===== src/rtl/trace_uart_fifo.sv =====
// Trace character FIFO between the TRACE_REG write decode and the uart TX block.
// Buffers CPU trace bytes and drains them one at a time over the uart wr_strobe/busy handshake.
module trace_uart_fifo #(
  parameter int DEPTH          = 16,
  parameter int HOLDOFF_CYCLES = 2
) (
  input  logic                   clk_i,
  input  logic                   rst_i,
  input  logic                   wr_strobe_i,
  input  logic [7:0]             wr_data_i,
  input  logic                   clear_overflow_i,
  output logic                   full_o,
  output logic                   empty_o,
  output logic [$clog2(DEPTH):0] level_o,
  output logic                   overflow_o,
  output logic                   uart_wr_strobe_o,
  output logic [7:0]             uart_data_o,
  input  logic                   uart_busy_i
);

  localparam int PW = $clog2(DEPTH);
  localparam int CW = PW + 1;
  // One spare bit so the "hold <= 2" exit test is representable even when HOLDOFF_CYCLES is 1.
  localparam int HW = $clog2(HOLDOFF_CYCLES + 1) + 1;
  localparam logic [CW-1:0] FULL_CNT  = CW'(DEPTH);
  localparam logic [HW-1:0] HOLD_INIT = HW'(HOLDOFF_CYCLES);

  typedef enum logic [1:0] {
    ST_IDLE,
    ST_HOLDOFF,
    ST_WAIT
  } state_t;

  state_t        state, state_next;
  logic [7:0]    mem [DEPTH];
  logic [PW-1:0] wr_ptr, rd_ptr;
  logic [CW-1:0] count, count_next;
  logic [HW-1:0] hold, hold_next;
  logic          full, empty, push, drop, pop;

  assign full  = (count == FULL_CNT);
  assign empty = (count == '0);
  // Push admission looks only at the count at the start of the cycle; a same-cycle pop does not help.
  assign push  = wr_strobe_i && !full;
  assign drop  = wr_strobe_i && full;

  always_comb begin
    state_next = state;
    hold_next  = hold;
    pop        = 1'b0;
    unique case (state)
      ST_IDLE: begin
        if (!empty && !uart_busy_i) begin
          pop        = 1'b1;
          hold_next  = HOLD_INIT;
          state_next = ST_HOLDOFF;
        end
      end
      ST_HOLDOFF: begin
        hold_next = hold - HW'(1);
        if (hold <= HW'(2)) begin
          state_next = ST_WAIT;
        end
      end
      ST_WAIT: begin
        if (!uart_busy_i) begin
          state_next = ST_IDLE;
        end
      end
      default: begin
        state_next = ST_IDLE;
      end
    endcase
  end

  always_comb begin
    count_next = count;
    unique case ({push, pop})
      2'b10:   count_next = count + CW'(1);
      2'b01:   count_next = count - CW'(1);
      default: count_next = count;
    endcase
  end

  always_ff @(posedge clk_i) begin
    if (rst_i) begin
      state <= ST_IDLE;
      hold  <= '0;
    end else begin
      state <= state_next;
      hold  <= hold_next;
    end
  end

  always_ff @(posedge clk_i) begin
    if (rst_i) begin
      wr_ptr           <= '0;
      rd_ptr           <= '0;
      count            <= '0;
      overflow_o       <= 1'b0;
      uart_wr_strobe_o <= 1'b0;
      uart_data_o      <= '0;
    end else begin
      count            <= count_next;
      uart_wr_strobe_o <= pop;
      if (push) begin
        wr_ptr <= wr_ptr + PW'(1);
      end
      if (pop) begin
        rd_ptr      <= rd_ptr + PW'(1);
        uart_data_o <= mem[rd_ptr];
      end
      if (drop) begin
        overflow_o <= 1'b1;
      end else if (clear_overflow_i) begin
        overflow_o <= 1'b0;
      end
    end
  end

  always_ff @(posedge clk_i) begin
    if (!rst_i && push) begin
      mem[wr_ptr] <= wr_data_i;
    end
  end

  assign full_o  = full;
  assign empty_o = empty;
  assign level_o = count;

endmodule


===== config.mk =====
export PLATFORM = sky130hd
export DESIGN_NAME = trace_uart_fifo
export DESIGN_NICKNAME = d
export VERILOG_FILES = /design/src/rtl/trace_uart_fifo.sv
export SDC_FILE = /design/constraint.sdc
export NUM_CORES = 1
export LEC_CHECK = 0
export CAP_MARGIN = 20
export CORE_MARGIN = 4
export CORE_UTILIZATION = 53
export DETAILED_ROUTE_END_ITERATION = 10
export GPL_TIMING_DRIVEN = 0
export MAX_ROUTING_LAYER = met4
export PLACE_DENSITY = 0.71
export REMOVE_ABC_BUFFERS = 1
export SYNTH_ARGS = -nofsm -noshare
export SYNTH_HDL_FRONTEND = slang
export SYNTH_SLANG_ARGS = --single-unit

===== constraint.sdc =====
create_clock -name clk_i -period 9.15 [get_ports clk_i]
set_clock_uncertainty 0.15 [all_clocks]
set_input_delay 0.915 -clock clk_i [delete_from_list [all_inputs] [get_ports clk_i]]
set_output_delay 0.915 -clock clk_i [all_outputs]
set_load 0.02 [all_outputs]

After elaboration in Yosys (flattened, before gate mapping) --
Memory sizes are Yosys's and may differ from the RTL's. A register that Yosys moved wholly into a read port is not among the register bits. Cells that the tools add are included.
Word-level totals: input bits 13, memory bits (writable) 128, memories 1, bits in registers 20, output and inout port bits 17
Operators by class: order comparisons 1, reduce and logical (&&, ||, !) cells 15, equality and inequality tests 8, add/subtract/negate cells 5, multiplexer cells 13
Memory list:
- mem | words 16, width 8, read ports 1, clocked after memory_dff 1, wr ports 1, line 35 | logic [7:0] mem [DEPTH];
Operators with widths (number):
- $pmux W5 S2 | 1
- $add A4 B1 Y4 const B | 2
- $mux W1 | 6
- $mux W2 | 3
- $ne A2 B2 Y1 const B | 3
- $pmux W2 S3 | 1
- $pmux W3 S2 | 1
- $reduce_bool A2 Y1 | 3
- $add A5 B1 Y5 const B | 1
- $eq A5 B5 Y1 const B | 1
- $logic_not A5 Y1 | 1
- $sub A5 B1 Y5 const B | 1
- $eq A2 B1 Y1 const B | 2
- $eq A2 B2 Y1 const B | 2
- $logic_and A1 B1 Y1 | 4
- $logic_not A1 Y1 | 4
- $le A3 B2 Y1 const B | 1
- $mux W3 | 1
- $reduce_and A3 Y1 | 1
- $sub A3 B1 Y3 const B | 1
- $logic_not A2 Y1 | 1
- $reduce_and A2 Y1 | 1

Depth between registers and ports, before layout --
Gate-level depths: netlist of run 1.
word-level depth 7, depth in mapped cells 12, gate-level depth less buffers 11

Worst setup path before layout of run 1 --
OpenSTA, ideal clock, no wires.
path kind input -> register, start input port uart_busy_i, end register count[4], in the netlist level_o[4], required time 8.879 ns, setup slack 5.803 ns, stages 12, setup time 0.121 ns, arrival 3.076 ns, path through nor3_1 -> o21ai_2 -> inv_2 -> buf_6 -> ha_1 -> inv_1 -> fa_1 -> nor2b_1 -> o21ai_0 -> nand3_1 -> or3b_2 -> mux2_2
Between the ends: cells in the longest elaborated chain, start to end 6, elaborated cells on any way between the ends 8, classes of those cells eq/ne (2); mux (3); reduce/logical (3)
Ends and longest elaborated chain:
- start: declaration | line 18 | input logic uart_busy_i
- $logic_not A1 Y1 (*)
- $logic_and A1 B1 Y1 (*) | line 53 | if (!empty && !uart_busy_i) begin
- $mux W1 (*) | line 53
- $mux W1 (*) | line 51 | unique case (state)
- named net pop | line 39 | logic full, empty, push, drop, pop;
- $eq A2 B1 Y1 or $eq A2 B2 Y1 (tied branches) | line 78 | unique case ({push, pop})
- $pmux W5 S2 or $reduce_bool A2 Y1 (tied branches)
- end signal: assignment | line 104 | count <= count_next;
- end: declaration | line 37 | logic [CW-1:0] count, count_next;
Mark *: on every way through the listed nets, which the timed path passes. The rest lies on a longest branch. A chain may end at the register's enable or synchronous reset.

Worst setup path after layout of run 1 --
start input port uart_busy_i, end register count[4], in the netlist level_o[4]
Between the ends: cells in the longest elaborated chain, start to end 6, elaborated cells on any way between the ends 8, classes of those cells eq/ne (2); mux (3); reduce/logical (3)
Ends and longest elaborated chain (line):
- $logic_not A1 Y1 (*)
- $logic_and A1 B1 Y1 (*) | 53
- $mux W1 (*) | 53
- $mux W1 (*) | 51
- $eq A2 B1 Y1 or $eq A2 B2 Y1 (tied branches) | 78
- $pmux W5 S2 or $reduce_bool A2 Y1 (tied branches)
Every way passes the cells marked *; elsewhere a longest branch is shown, timed or not.

==> results_tabular.tex, run 1 <==
\begin{tabular}{lr}
\hline
Metric & Value \\
\hline
\multicolumn{2}{l}{\textbf{Status}} \\
\quad Result of the run & finished clean \\
\multicolumn{2}{l}{\textbf{Drt}} \\
\quad Met2 wire len & 6000 µm \\
\quad \# DRC & 0 \\
\quad Met1 routed wirelength after detailed routing & approximately 5000 µm \\
\quad Vias & about 3400 \\
\quad Iteration count of the initial detailed-routing pass & 5 \\
\quad DRT antenna net count & 0 \\
\quad Routed wirelength normalized by instance count & 20.0 µm \\
\quad DR WL met3 & around 700 µm \\
\quad Detailed Route WL & 12000 µm \\
\quad Number of violations reported at the end of detailed-routing iteration 0 & around 320 \\
\quad Via density per instance & around 5.7 \\
\quad Highest signal layer in the routed design & met4 \\
\multicolumn{2}{l}{\textbf{Placement}} \\
\quad Total of buffers placed on input and output ports & 29 \\
\quad Cell area reported after detailed placement & $\sim$6600 µm² \\
\quad RePlAce Congestion & between 0.8 and 0.9 \\
\quad Dpl hpwl & 7670 µm \\
\multicolumn{2}{l}{\textbf{Global routing}} \\
\quad Wire length of the first global-routing pass & about 19000 µm \\
\quad Global route overflow & 0 \\
\quad Antenna violations before repair & 0 \\
\quad Via count of the first global-routing pass & between 3000 and 4000 \\
\quad Total Routing Usage GR & 0.196 \\
\quad Pin count of the biggest net entering global routing & 56 \\
\multicolumn{2}{l}{\textbf{Synthesis}} \\
\quad Most instantiated flip-flop cell in the synthesis netlist & edfxtp\_1 \\
\quad Cell accounting for the most synthesized area & edfxtp\_1 \\
\quad Number of synthesized register bits & 156 \\
\quad Cells taking the most area after synthesis & edfxtp\_1 61\%, dfxtp\_1 8.9\%, mux2i\_1 7.0\% \\
\quad Area share of the largest cell type after synthesis & 0.614 \\
\quad Sequential element share of the synthesized area & 0.703 \\
\quad Fraction of synthesis flops using an asynchronous set or reset pin & 0 \\
\quad Number of distinct library cell variants in the gate-level netlist after synthesis & 37 \\
\quad Post-synth EDFFs & around 130 \\
\quad Most used standard cell by instance count after synthesis & edfxtp\_1 \\
\quad Leading cell types by count after synthesis & 128 x edfxtp\_1, 52 x nor2\_1, 44 x mux2i\_1 \\
\quad Average footprint of a synthesized cell & between 15 and 20 µm² \\
\quad Post-synthesis instance area & approximately 6300 µm² \\
\quad Number of cells produced by synthesis & slightly above 400 \\
\quad Syn. warnings & 0 \\
\multicolumn{2}{l}{\textbf{Clocking}} \\
\quad Post-CTS setup repair buffer count & 0 \\
\quad Clock transition at the registers of the reported paths & around 0.060 ns \\
\quad Number of sinks handled by clock tree synthesis & $\sim$160 \\
\quad Worst-Skew Late Latency & roughly 0.42 ns \\
\quad Clk Tree Root Cell & clkbuf\_16 \\
\quad Total CTS buffers & 17 \\
\quad Max Root-Sink Buffers & 2 \\
\quad Number of cells upsized or downsized after cts & 0 \\
\quad CTS Hold Buffers Added & 0 \\
\quad \# H-tree levels & 4 \\
\quad TritonCTS clock tree & done \\
\multicolumn{2}{l}{\textbf{Worst setup path}} \\
\quad Critical path type & in2reg \\
\quad Cell with the largest stage delay on the worst path & or3b\_2 \\
\quad Crit path largest cell delay & 0.47 ns \\
\quad Crit path buffers/inverters & 3 \\
\quad Crit-path leading delay family & simple AND/OR/NAND/NOR gates \\
\quad Crit-path cells & clkdlybuf4s50\_1, nor3\_1, o21ai\_2, inv\_2, ha\_1, inv\_1, fa\_1, nor2b\_1, o21ai\_0, nand3\_1, or3b\_2, mux2\_2 \\
\quad Max FO, Critical Path & 23 \\
\quad CP required & 9.30 ns \\
\quad Data arrival time at the worst-slack endpoint & 3.94 ns \\
\quad Critical Path End Type & flop \\
\quad Startpoint Class & primary input \\
\multicolumn{2}{l}{\textbf{Timing}} \\
\quad Pins Over Slew Limit & 0 \\
\quad Setup violations, final & 0 \\
\quad Maximum achievable frequency & 264 MHz \\
\quad Max\_slew headroom & 0.328 \\
\quad Endpoints failing hold & 0 \\
\quad Share of the clock period used by the worst path after layout & 0.415 \\
\quad Worst Tran Pin Value & approximately 1.0 ns \\
\quad Final critical path time including I/O delays and setup & 3.79 ns \\
\quad Setup repair after global routing missed its margin & false \\
\quad Total negative setup slack & 0 ns \\
\quad Worst hold slack after final layout & approximately 0.35 ns \\
\multicolumn{2}{l}{\textbf{Floorplan}} \\
\quad Core area & $\sim$12000 µm² \\
\quad I/O pin cnt & 30 \\
\quad Die footprint & about 14000 µm² \\
\quad Overall die width & between 100 and 150 µm \\
\quad Die boundary height & 117 µm \\
\quad Core Rows & 39 \\
\quad Starting density of the core & 0.544 \\
\multicolumn{2}{l}{\textbf{Run}} \\
\quad Number of violations of the max-capacitance limit & 0 \\
\multicolumn{2}{l}{\textbf{Layout}} \\
\quad Diode insertion count for antenna repair & 0 \\
\quad Net count reported at finish & 470 \\
\quad Fill cell count & 857 \\
\quad Final Instance Area & 7250 µm² \\
\quad Share of post-route cells with drive strength above 1 & 0.107 \\
\quad Area Growth Syn to Fin & 15.8\% \\
\quad Utilization after layout & 0.630 \\
\multicolumn{2}{l}{\textbf{Power and ir drop}} \\
\quad Maximum vdd drop & $\sim$210 µV \\
\quad Pwr Total & roughly 0.0019 W \\
\quad LEAKAGE & 2.30 nW \\
\quad Power per standard cell area & between 200 and 300 nW/µm² \\
\multicolumn{2}{l}{\textbf{Worst hold path}} \\
\quad Class of the worst hold path & reg2reg \\
\hline
\end{tabular}
[cells by family after synthesis]
family                   count (synthesis)  share of synthesized area
AO/OA/AOI/OAI                           49                     0.0509
XOR/XNOR                                 8                     0.0112
adder cells (fa/ha/maj)                 12                     0.0252
buffers and inverters                   30                     0.0236
flip-flops                             156                      0.703
multiplexers                            56                      0.112
AND/OR/NAND/NOR                        103                     0.0743
[tightest hold or removal path: stages (launching register included)]
cell	delay (ns)
dfxtp_1	0.31
nor2_1	0.09
a311oi_1	0.05
[power by group]
group,total [W],switching [W],leakage (nW),internal (W)
logic,0.000394,0.000217,0.642,0.000177
clock network,0.000677,0.000253,0.275,0.000424
registers,0.000845,0.0000373,1.38,0.000807
total,0.00192,0.000507,2.30,0.00141
[metal layers]
layer / global-route usage / vias to the layer above
met1: 0.256 / 1698
li1: - / 1630
met5: - / -
met2: 0.293 / 95
met3: 0.0544 / 15
met4: 0.0810 / 0
[sequential cells by signal, summed over array words and instances, names as in the netlist]
| register | flops |
|---|---|
| rd_ptr | 4 |
| level_o | 5 |
| hold | 3 |
| wr_ptr | 4 |
| state | 2 |
| uart_data_o | 8 |
| mem | 128 |
| uart_wr_strobe_o | 1 |
| overflow_o | 1 |
[metrics by stage]
stage	cells	setup slack, ns
2_1_floorplan	395	5.72
3_3_place_gp	567	5.01
3_5_place_dp	567	4.96
4_1_cts	598	5.40
5_1_grt	600	5.14
6_report	600	5.36
[placed cells by master (no fill, tap or decap), types with 2 or more instances in the layout]
cell             instances
nor3_1                  11
o21ai_0                  5
nand3_1                  2
or3_1                    2
mux2i_1                 44
a211oi_1                 3
a21oi_1                 10
bufinv_16                3
ha_1                    11
nor2_1                  52
xnor2_1                  3
nand2_1                 20
clkinv_2                 4
xor2_1                   5
o22ai_1                 21
or3b_2                   3
clkbuf_1                 5
mux4_2                  11
nand4_1                  2
clkbuf_16               17
nor2b_1                  5
inv_1                   10
a311oi_1                 5
clkdlybuf4s50_1         29
buf_16                   2
nand3b_1                 4
dfxtp_1                 27
edfxtp_1               128
[path summary, 6_finish.rpt]
path | startpoint | end | slack, ns | cells after the start
worst max register to register | level_o[0]$_SDFFE_PP0P_ | level_o[4]$_SDFFE_PP0P_ | 5.67 | 10
worst min-delay path | uart_data_o[2]$_SDFFE_PP0P_ | uart_data_o[2]$_SDFFE_PP0P_ | 0.35 | 2
worst max-delay path | uart_busy_i | level_o[4]$_SDFFE_PP0P_ | 5.36 | 12
worst min register to register | uart_data_o[2]$_SDFFE_PP0P_ | uart_data_o[2]$_SDFFE_PP0P_ | 0.35 | 2
[final cells by class]
type / count / area (µm²) / share of cell area
sequential: 156 / 4410 / 0.608
multi-input combinational: 228 / 1710 / 0.236
clock buffer: 22 / 444 / 0.0613
timing repair buffer: 31 / 345 / 0.0476
tap: 143 / 179 / 0.0247
clock inverter: 9 / 121 / 0.0167
inverter: 11 / 41.3 / 0.00569
No activity file was read; power rests on OpenSTA's default activity.
==> run 2: changes to the inputs <==
==> constraint.sdc (replaced) <==
create_clock -name clk_i -period 3.6 [get_ports clk_i]
set_clock_uncertainty 0.15 [all_clocks]
set_input_delay 0.36 -clock clk_i [delete_from_list [all_inputs] [get_ports clk_i]]
set_output_delay 0.36 -clock clk_i [all_outputs]
set_load 0.02 [all_outputs]
==> run 2 against run 1 <==
Cell count stayed put. Global-route usage unchanged. Worst setup slack lost 5.1 ns. Register-to-register slack worse by 5.4 ns. Combinational power grew to 2.6 times the previous value. Sequential power increased to 2.5 times the previous value. Clock-buffer cell count unchanged. Sequential share of layout area down 0.084 points. Flip-flop and latch count unchanged. Via count rose by 0.52%. Cell area grew 0.14%. Worst hold slack hardly changed.
==> results_tabular.tex, run 2 (synthesis results as in run 1) <==
\begin{tabular}{lr}
\hline
Metric & Value \\
\hline
\multicolumn{2}{l}{\textbf{Worst setup path}} \\
\quad End of the worst register-to-register path & level\_o[4]\$\_SDFFE\_PP0P\_ \\
\quad Critical Path End Type & flop \\
\quad FF-to-FF setup slack & between 0.2 and 0.25 ns \\
\quad RR Startpoint & level\_o[0]\$\_SDFFE\_PP0P\_ \\
\quad Startpoint Class & flop \\
\quad Max FO, Critical Path & 23 \\
\quad CP required & about 3.8 ns \\
\quad Critical path type & reg2reg \\
\quad Number of cells traversed by the worst register-to-register path & 10 \\
\quad Data arrival time at the worst-slack endpoint & about 3.5 ns \\
\multicolumn{2}{l}{\textbf{Clocking}} \\
\quad Number of sinks handled by clock tree synthesis & 156 \\
\quad Total CTS buffers & 17 \\
\quad Clk Tree Root Cell & clkbuf\_16 \\
\quad \# H-tree levels & 4 \\
\quad CTS Hold Buffers Added & 0 \\
\quad Max Root-Sink Buffers & 2 \\
\quad TritonCTS clock tree & done \\
\quad Clock transition at the registers of the reported paths & around 0.060 ns \\
\quad Worst-Skew Late Latency & roughly 0.41 ns \\
\multicolumn{2}{l}{\textbf{Floorplan}} \\
\quad I/O pin cnt & 30 \\
\quad Core area & about 12000 µm² \\
\quad Overall die width & approximately 120 µm \\
\quad Die footprint & 13600 µm² \\
\quad Die boundary height & 117 µm \\
\quad Core Rows & 39 \\
\quad Starting density of the core & 0.544 \\
\multicolumn{2}{l}{\textbf{Run}} \\
\quad Number of violations of the max-capacitance limit & 0 \\
\multicolumn{2}{l}{\textbf{Worst hold path}} \\
\quad End point of the most critical hold path & uart\_data\_o[2]\$\_SDFFE\_PP0P\_ \\
\quad Startpoint of the most critical hold path & uart\_data\_o[2]\$\_SDFFE\_PP0P\_ \\
\quad Class of the worst hold path & reg2reg \\
\quad Worst hold path cell count & 2 \\
\multicolumn{2}{l}{\textbf{Timing}} \\
\quad Maximum achievable frequency & around 300 MHz \\
\quad Setup repair after global routing missed its margin & false \\
\quad Share of the clock period used by the worst path after layout & 0.939 \\
\quad Final critical path time including I/O delays and setup & between 3 and 4 ns \\
\quad Setup violations, final & 0 \\
\quad Endpoints failing hold & 0 \\
\quad Pins Over Slew Limit & 0 \\
\quad Worst Tran Pin Value & around 0.95 ns \\
\quad PnR worst setup slack & roughly 0.22 ns \\
\quad Worst hold slack after final layout & 0.347 ns \\
\quad Max\_slew headroom & 0.367 \\
\quad Total negative setup slack & 0 ns \\
\multicolumn{2}{l}{\textbf{Placement}} \\
\quad Dpl hpwl & 7670 µm \\
\quad Worst slack at placement & -0.0326 ns \\
\quad Total of buffers placed on input and output ports & 29 \\
\quad Cell Count Post-Placement & $\sim$570 \\
\quad RePlAce Congestion & 0.828 \\
\multicolumn{2}{l}{\textbf{Layout}} \\
\quad Share of post-route cells with drive strength above 1 & 0.107 \\
\quad Most frequent cells in the layout & 128 x edfxtp\_1, 52 x nor2\_1, 44 x mux2i\_1, 29 x clkdlybuf4s50\_1, 27 x dfxtp\_1 \\
\quad Commonest non-fill, non-tap cell in the layout & edfxtp\_1 \\
\quad Final std cells w/o fill & 600 \\
\quad Fill cell count & around 860 \\
\quad Net count reported at finish & 470 \\
\quad Area Growth Syn to Fin & 15.9\% \\
\quad Max FFs per register & 128 \\
\quad Register with the most flip-flops & mem \\
\quad Diode insertion count for antenna repair & 0 \\
\quad Multi-input combinational cell area & between 1500 and 2000 µm² \\
\quad Utilization after layout & 0.630 \\
\quad Sequential Area & 4410 µm² \\
\multicolumn{2}{l}{\textbf{Power and ir drop}} \\
\quad Maximum vdd drop & approximately 530 µV \\
\quad Power per standard cell area & 672 nW/µm² \\
\quad LEAKAGE & about 2.3 nW \\
\multicolumn{2}{l}{\textbf{Drt}} \\
\quad Vias & $\sim$3500 \\
\quad DRT antenna net count & 0 \\
\quad Detailed Route WL & $\sim$12000 µm \\
\quad Via density per instance & around 5.8 \\
\quad \# DRC & 0 \\
\quad Number of violations reported at the end of detailed-routing iteration 0 & 298 \\
\quad Routed wirelength normalized by instance count & about 20 µm \\
\quad Iteration count of the initial detailed-routing pass & 5 \\
\multicolumn{2}{l}{\textbf{Global routing}} \\
\quad Wire length of the first global-routing pass & approximately 19000 µm \\
\quad Antenna violations before repair & 0 \\
\quad Pin count of the biggest net entering global routing & between 50 and 60 \\
\quad Global route overflow & 0 \\
\quad Total Routing Usage GR & 0.196 \\
\quad Via count of the first global-routing pass & between 3000 and 4000 \\
\multicolumn{2}{l}{\textbf{Status}} \\
\quad Result of the run & finished clean \\
\hline
\end{tabular}
run 2: cell count changes in the layout (fill, tap and decap cells not counted):
cell,delta
o21ai_2,-1
inv_4,+1
o21ai_4,+1
inv_2,-1
run 2: worst max path at each step:
stage	start	end	slack (ns)	cells past startpoint
6_report	level_o[0]$_SDFFE_PP0P_	level_o[4]$_SDFFE_PP0P_	0.22	10
2_1_floorplan	level_o[0]$_SDFFE_PP0P_	level_o[4]$_SDFFE_PP0P_	0.34	10
4_1_cts	level_o[0]$_SDFFE_PP0P_	level_o[4]$_SDFFE_PP0P_	0.13	10
3_3_place_gp	rd_ptr[2]$_SDFFE_PP0P_	uart_data_o[4]$_SDFFE_PP0P_	-0.52	5
3_5_place_dp	uart_busy_i	level_o[4]$_SDFFE_PP0P_	-0.03	12
5_1_grt	level_o[0]$_SDFFE_PP0P_	level_o[4]$_SDFFE_PP0P_	0.02	10
run 2: through the flow:
stage | instance area, µm² | power (W)
finish | 7260 | 0.00488
global route | 7260 | 0.00510
floorplan | 6160 | 0.00281
global placement | 6630 | 0.00312
CTS | 7200 | 0.00486
detailed placement | 6630 | 0.00315
run 2: final cells by class:
type,count,area share
inverter,11,0.00603
sequential,156,0.607
tap,143,0.0246
multi-input combinational,228,0.237
clock inverter,9,0.0167
timing repair buffer,31,0.0476
clock buffer,22,0.0612
run 2: per-layer routing:
layer,GRT usage,part of all wire,up-vias
met3,0.0544,0.060,15
met1,0.256,0.43,1715
met4,0.0810,0.016,0
met5,-,0,-
met2,0.293,0.50,95
li1,-,-,1631
run 2: power breakdown:
group	internal, W	switching, W
sequential	0.00205	0.0000957
combinational	0.000454	0.000559
clock	0.00108	0.000641
total	0.00358	0.00130
run 2: worst max-delay path, stage by stage (launching register included):
cell and delay, ns:
dfxtp_1 0.36, or4_4 0.59, o21ai_4 0.21, inv_4 0.14, ha_1 0.28, ha_1 0.33
nor2b_1 0.16, o21ai_0 0.21, a21oi_1 0.09, or3b_2 0.47, mux2_2 0.28
run 2: repair_timing:
item / CTS / global route
endpoints found under the hold margin: 0 / 0
buffers inserted: 0 / 0
gates resized for setup: 0 / 3
endpoints found under the setup margin: 0 / 1
==> run 3: changes to the inputs <==
--- a/config.mk
+++ b/config.mk
@@ -6,12 +6,14 @@
 export NUM_CORES = 1
 export LEC_CHECK = 0
 export CAP_MARGIN = 20
+export CORE_ASPECT_RATIO = 1.1
 export CORE_MARGIN = 4
-export CORE_UTILIZATION = 53
+export CORE_UTILIZATION = 59
 export DETAILED_ROUTE_END_ITERATION = 10
 export GPL_TIMING_DRIVEN = 0
 export MAX_ROUTING_LAYER = met4
-export PLACE_DENSITY = 0.71
+export PLACE_DENSITY = 0.78
+export RECOVER_POWER = 100
 export REMOVE_ABC_BUFFERS = 1
 export SYNTH_ARGS = -nofsm -noshare
 export SYNTH_HDL_FRONTEND = slang
==> run 3 against run 2 <==
First-iteration DRC count is 12% lower. Maximum frequency is 0.60% higher. Cell count is 0.17% higher. Register-to-register slack better by 0.02 ns. Clock power is 2% higher. Flip-flop and latch count stayed put. Global-route usage is 2.5 points higher. Worst setup slack better by 0.020 ns. Combinational power is 6% lower. Sequential share of layout area is 0.17 points higher. Worst hold slack hardly changed. Largest cell class unchanged.
==> results_tabular.tex, run 3 (synthesis results as in run 1) <==
\begin{tabular}{lr}
\hline
Metric & Value \\
\hline
\multicolumn{2}{l}{\textbf{Worst hold path}} \\
\quad Class of the worst hold path & reg2reg \\
\quad Startpoint of the most critical hold path & uart\_data\_o[4]\$\_SDFFE\_PP0P\_ \\
\quad End point of the most critical hold path & uart\_data\_o[4]\$\_SDFFE\_PP0P\_ \\
\quad Worst hold path cell count & 2 \\
\multicolumn{2}{l}{\textbf{Layout}} \\
\quad Diode insertion count for antenna repair & 0 \\
\quad Register with the most flip-flops & mem \\
\quad Commonest non-fill, non-tap cell in the layout & edfxtp\_1 \\
\quad Share of post-route cells with drive strength above 1 & 0.105 \\
\quad Most frequent cells in the layout & 128 x edfxtp\_1, 52 x nor2\_1, 44 x mux2i\_1, 27 x dfxtp\_1, 26 x dlygate4sd3\_1 \\
\quad Fill cell count & just under 700 \\
\quad Final Instance Area & 7240 µm² \\
\quad Area Growth Syn to Fin & 15.6\% \\
\quad Max FFs per register & $\sim$130 \\
\quad Final std cells w/o fill & $\sim$600 \\
\quad Net count reported at finish & 470 \\
\multicolumn{2}{l}{\textbf{Timing}} \\
\quad Setup violations, final & 0 \\
\quad Max\_slew headroom & 0.256 \\
\quad Final critical path time including I/O delays and setup & about 3.4 ns \\
\quad Setup repair after global routing missed its margin & false \\
\quad Share of the clock period used by the worst path after layout & 0.933 \\
\quad Worst Tran Pin Value & approximately 1.1 ns \\
\quad Total negative setup slack & 0 ns \\
\quad Maximum achievable frequency & a little under 300 MHz \\
\quad Endpoints failing hold & 0 \\
\quad Pins Over Slew Limit & 0 \\
\multicolumn{2}{l}{\textbf{Power and ir drop}} \\
\quad Maximum vdd drop & 488 µV \\
\quad LEAKAGE & about 2.3 nW \\
\quad Power per standard cell area & 671 nW/µm² \\
\multicolumn{2}{l}{\textbf{Drt}} \\
\quad DRT antenna net count & 0 \\
\quad Detailed Route WL & about 12000 µm \\
\quad Vias & approximately 3500 \\
\quad Iteration count of the initial detailed-routing pass & 5 \\
\quad Via density per instance & about 5.8 \\
\quad Number of violations reported at the end of detailed-routing iteration 0 & between 200 and 300 \\
\quad Routed wirelength normalized by instance count & 20.6 µm \\
\quad \# DRC & 0 \\
\multicolumn{2}{l}{\textbf{Floorplan}} \\
\quad Starting density of the core & 0.603 \\
\quad Overall die width & about 110 µm \\
\quad Die boundary height & 116 µm \\
\quad I/O pin cnt & 30 \\
\quad Core area & around 10000 µm² \\
\quad Die footprint & between 10000 and 15000 µm² \\
\quad Core Rows & 39 \\
\multicolumn{2}{l}{\textbf{Clocking}} \\
\quad Clk Tree Root Cell & clkbuf\_16 \\
\quad \# H-tree levels & 4 \\
\quad Number of cells upsized or downsized after cts & 0 \\
\quad Post-CTS setup repair buffer count & 0 \\
\quad Clock transition at the registers of the reported paths & $\sim$0.060 ns \\
\quad CTS Hold Buffers Added & 0 \\
\quad Total CTS buffers & 17 \\
\quad Number of sinks handled by clock tree synthesis & roughly 160 \\
\quad Worst-Skew Late Latency & approximately 0.41 ns \\
\quad TritonCTS clock tree & done \\
\quad Max Root-Sink Buffers & 2 \\
\multicolumn{2}{l}{\textbf{Worst setup path}} \\
\quad Startpoint Class & flop \\
\quad Cell with the largest stage delay on the worst path & or4\_4 \\
\quad Number of cells traversed by the worst register-to-register path & 10 \\
\quad RR Startpoint & level\_o[0]\$\_SDFFE\_PP0P\_ \\
\quad End of the worst register-to-register path & level\_o[4]\$\_SDFFE\_PP0P\_ \\
\quad Max FO, Critical Path & 23 \\
\quad FF-to-FF setup slack & between 0.2 and 0.25 ns \\
\quad CP required & between 3 and 4 ns \\
\quad Data arrival time at the worst-slack endpoint & about 3.5 ns \\
\quad Crit path top cell by count & ha\_1 \\
\quad Crit-path cells & or4\_4, o21ai\_4, inv\_4, ha\_1, ha\_1, nor2b\_1, o21ai\_0, a21oi\_1, or3b\_2, mux2\_2 \\
\quad Crit path largest cell delay & between 0.5 and 0.6 ns \\
\quad Critical Path End Type & flop \\
\quad Critical path type & reg2reg \\
\multicolumn{2}{l}{\textbf{Run}} \\
\quad Number of violations of the max-capacitance limit & 0 \\
\multicolumn{2}{l}{\textbf{Global routing}} \\
\quad Wire length of the first global-routing pass & 19200 µm \\
\quad Met2 routing resource usage after global routing & 0.376 \\
\quad Via count of the first global-routing pass & between 3000 and 4000 \\
\quad Global-route met1 utilization & 0.263 \\
\quad Total Routing Usage GR & 0.222 \\
\quad Global route overflow & 0 \\
\quad Met3 usage & 0.0451 \\
\quad Antenna violations before repair & 0 \\
\quad Pin count of the biggest net entering global routing & between 50 and 60 \\
\quad Most utilized layer in the global route result & met2 \\
\multicolumn{2}{l}{\textbf{Placement}} \\
\quad Cell Count Post-Placement & approximately 570 \\
\quad Total of buffers placed on input and output ports & 29 \\
\quad Dpl hpwl & roughly 7700 µm \\
\quad Cell area reported after detailed placement & around 6700 µm² \\
\quad RePlAce Congestion & 0.802 \\
\multicolumn{2}{l}{\textbf{Status}} \\
\quad Result of the run & finished clean \\
\hline
\end{tabular}
-- run 3: changes by cell type in the layout (fill, tap and decap cells not counted) --
cell	previous run	this run
clkdlybuf4s50_1	29	3
clkbuf_8	0	4
a21oi_1	10	11
dlygate4sd3_1	0	26
buf_16	2	0
clkinv_2	4	2
clkbuf_16	17	19
clkbuf_1	5	6
a21oi_2	1	0
bufinv_16	3	1
-- run 3: how the worst max path moves through the flow --
stage	slack, ns	end	cells after the start	from
2_1_floorplan	0.34	level_o[4]$_SDFFE_PP0P_	10	level_o[0]$_SDFFE_PP0P_
3_3_place_gp	-0.24	uart_data_o[1]$_SDFFE_PP0P_	4	rd_ptr[2]$_SDFFE_PP0P_
3_5_place_dp	-0.07	level_o[4]$_SDFFE_PP0P_	12	uart_busy_i
4_1_cts	0.1	level_o[4]$_SDFFE_PP0P_	10	level_o[0]$_SDFFE_PP0P_
5_1_grt	0.07	level_o[4]$_SDFFE_PP0P_	10	level_o[0]$_SDFFE_PP0P_
6_report	0.24	level_o[4]$_SDFFE_PP0P_	10	level_o[0]$_SDFFE_PP0P_
-- run 3: layout make-up --
| cell class | count | area, µm² | share of cell area |
|---|---|---|---|
| clock buffers | 27 | 546 | 0.0753 |
| clock inverters | 5 | 51.3 | 0.00708 |
| inverters | 11 | 43.8 | 0.00605 |
| multi-input cells | 228 | 1720 | 0.237 |
| flip-flops and latches | 156 | 4410 | 0.609 |
| well taps | 143 | 179 | 0.0247 |
| repair buffers | 31 | 298 | 0.0411 |
-- run 3: critical path, delay by kind of cell (launching register included) --
kind / cells / cell delay [ns]
AOI/OAI and AO/OA: 3 / 0.53
adders and majority gates: 2 / 0.59
buffers and inverters: 1 / 0.15
DFF: 1 / 0.37
muxes: 1 / 0.28
and+or+nand+nor: 3 / 1.19
-- run 3: per-stage QoR --
stage               total power, W  setup slack, ns   util  hold WS (ns)
CTS                        0.00490           0.0993  0.698         0.351
floorplan                  0.00281            0.343      -         0.279
detailed placement         0.00315          -0.0690  0.641         0.343
global route               0.00508           0.0677  0.697         0.366
finish                     0.00486            0.241  0.697         0.347
global placement           0.00312           -0.241  0.638         0.340
-- run 3: where the power goes --
group          total (W)  internal [W]  switching [W]
clock            0.00176       0.00110       0.000652
sequential       0.00215       0.00205      0.0000996
combinational   0.000949      0.000399       0.000550
-- run 3: layer usage --
metal | vias to the layer above | wire (µm)
li1 | 1626 | -
met1 | 1738 | 4840
met2 | 128 | 6680
met3 | 17 | 635
met4 | 0 | 229
met5 | - | 0
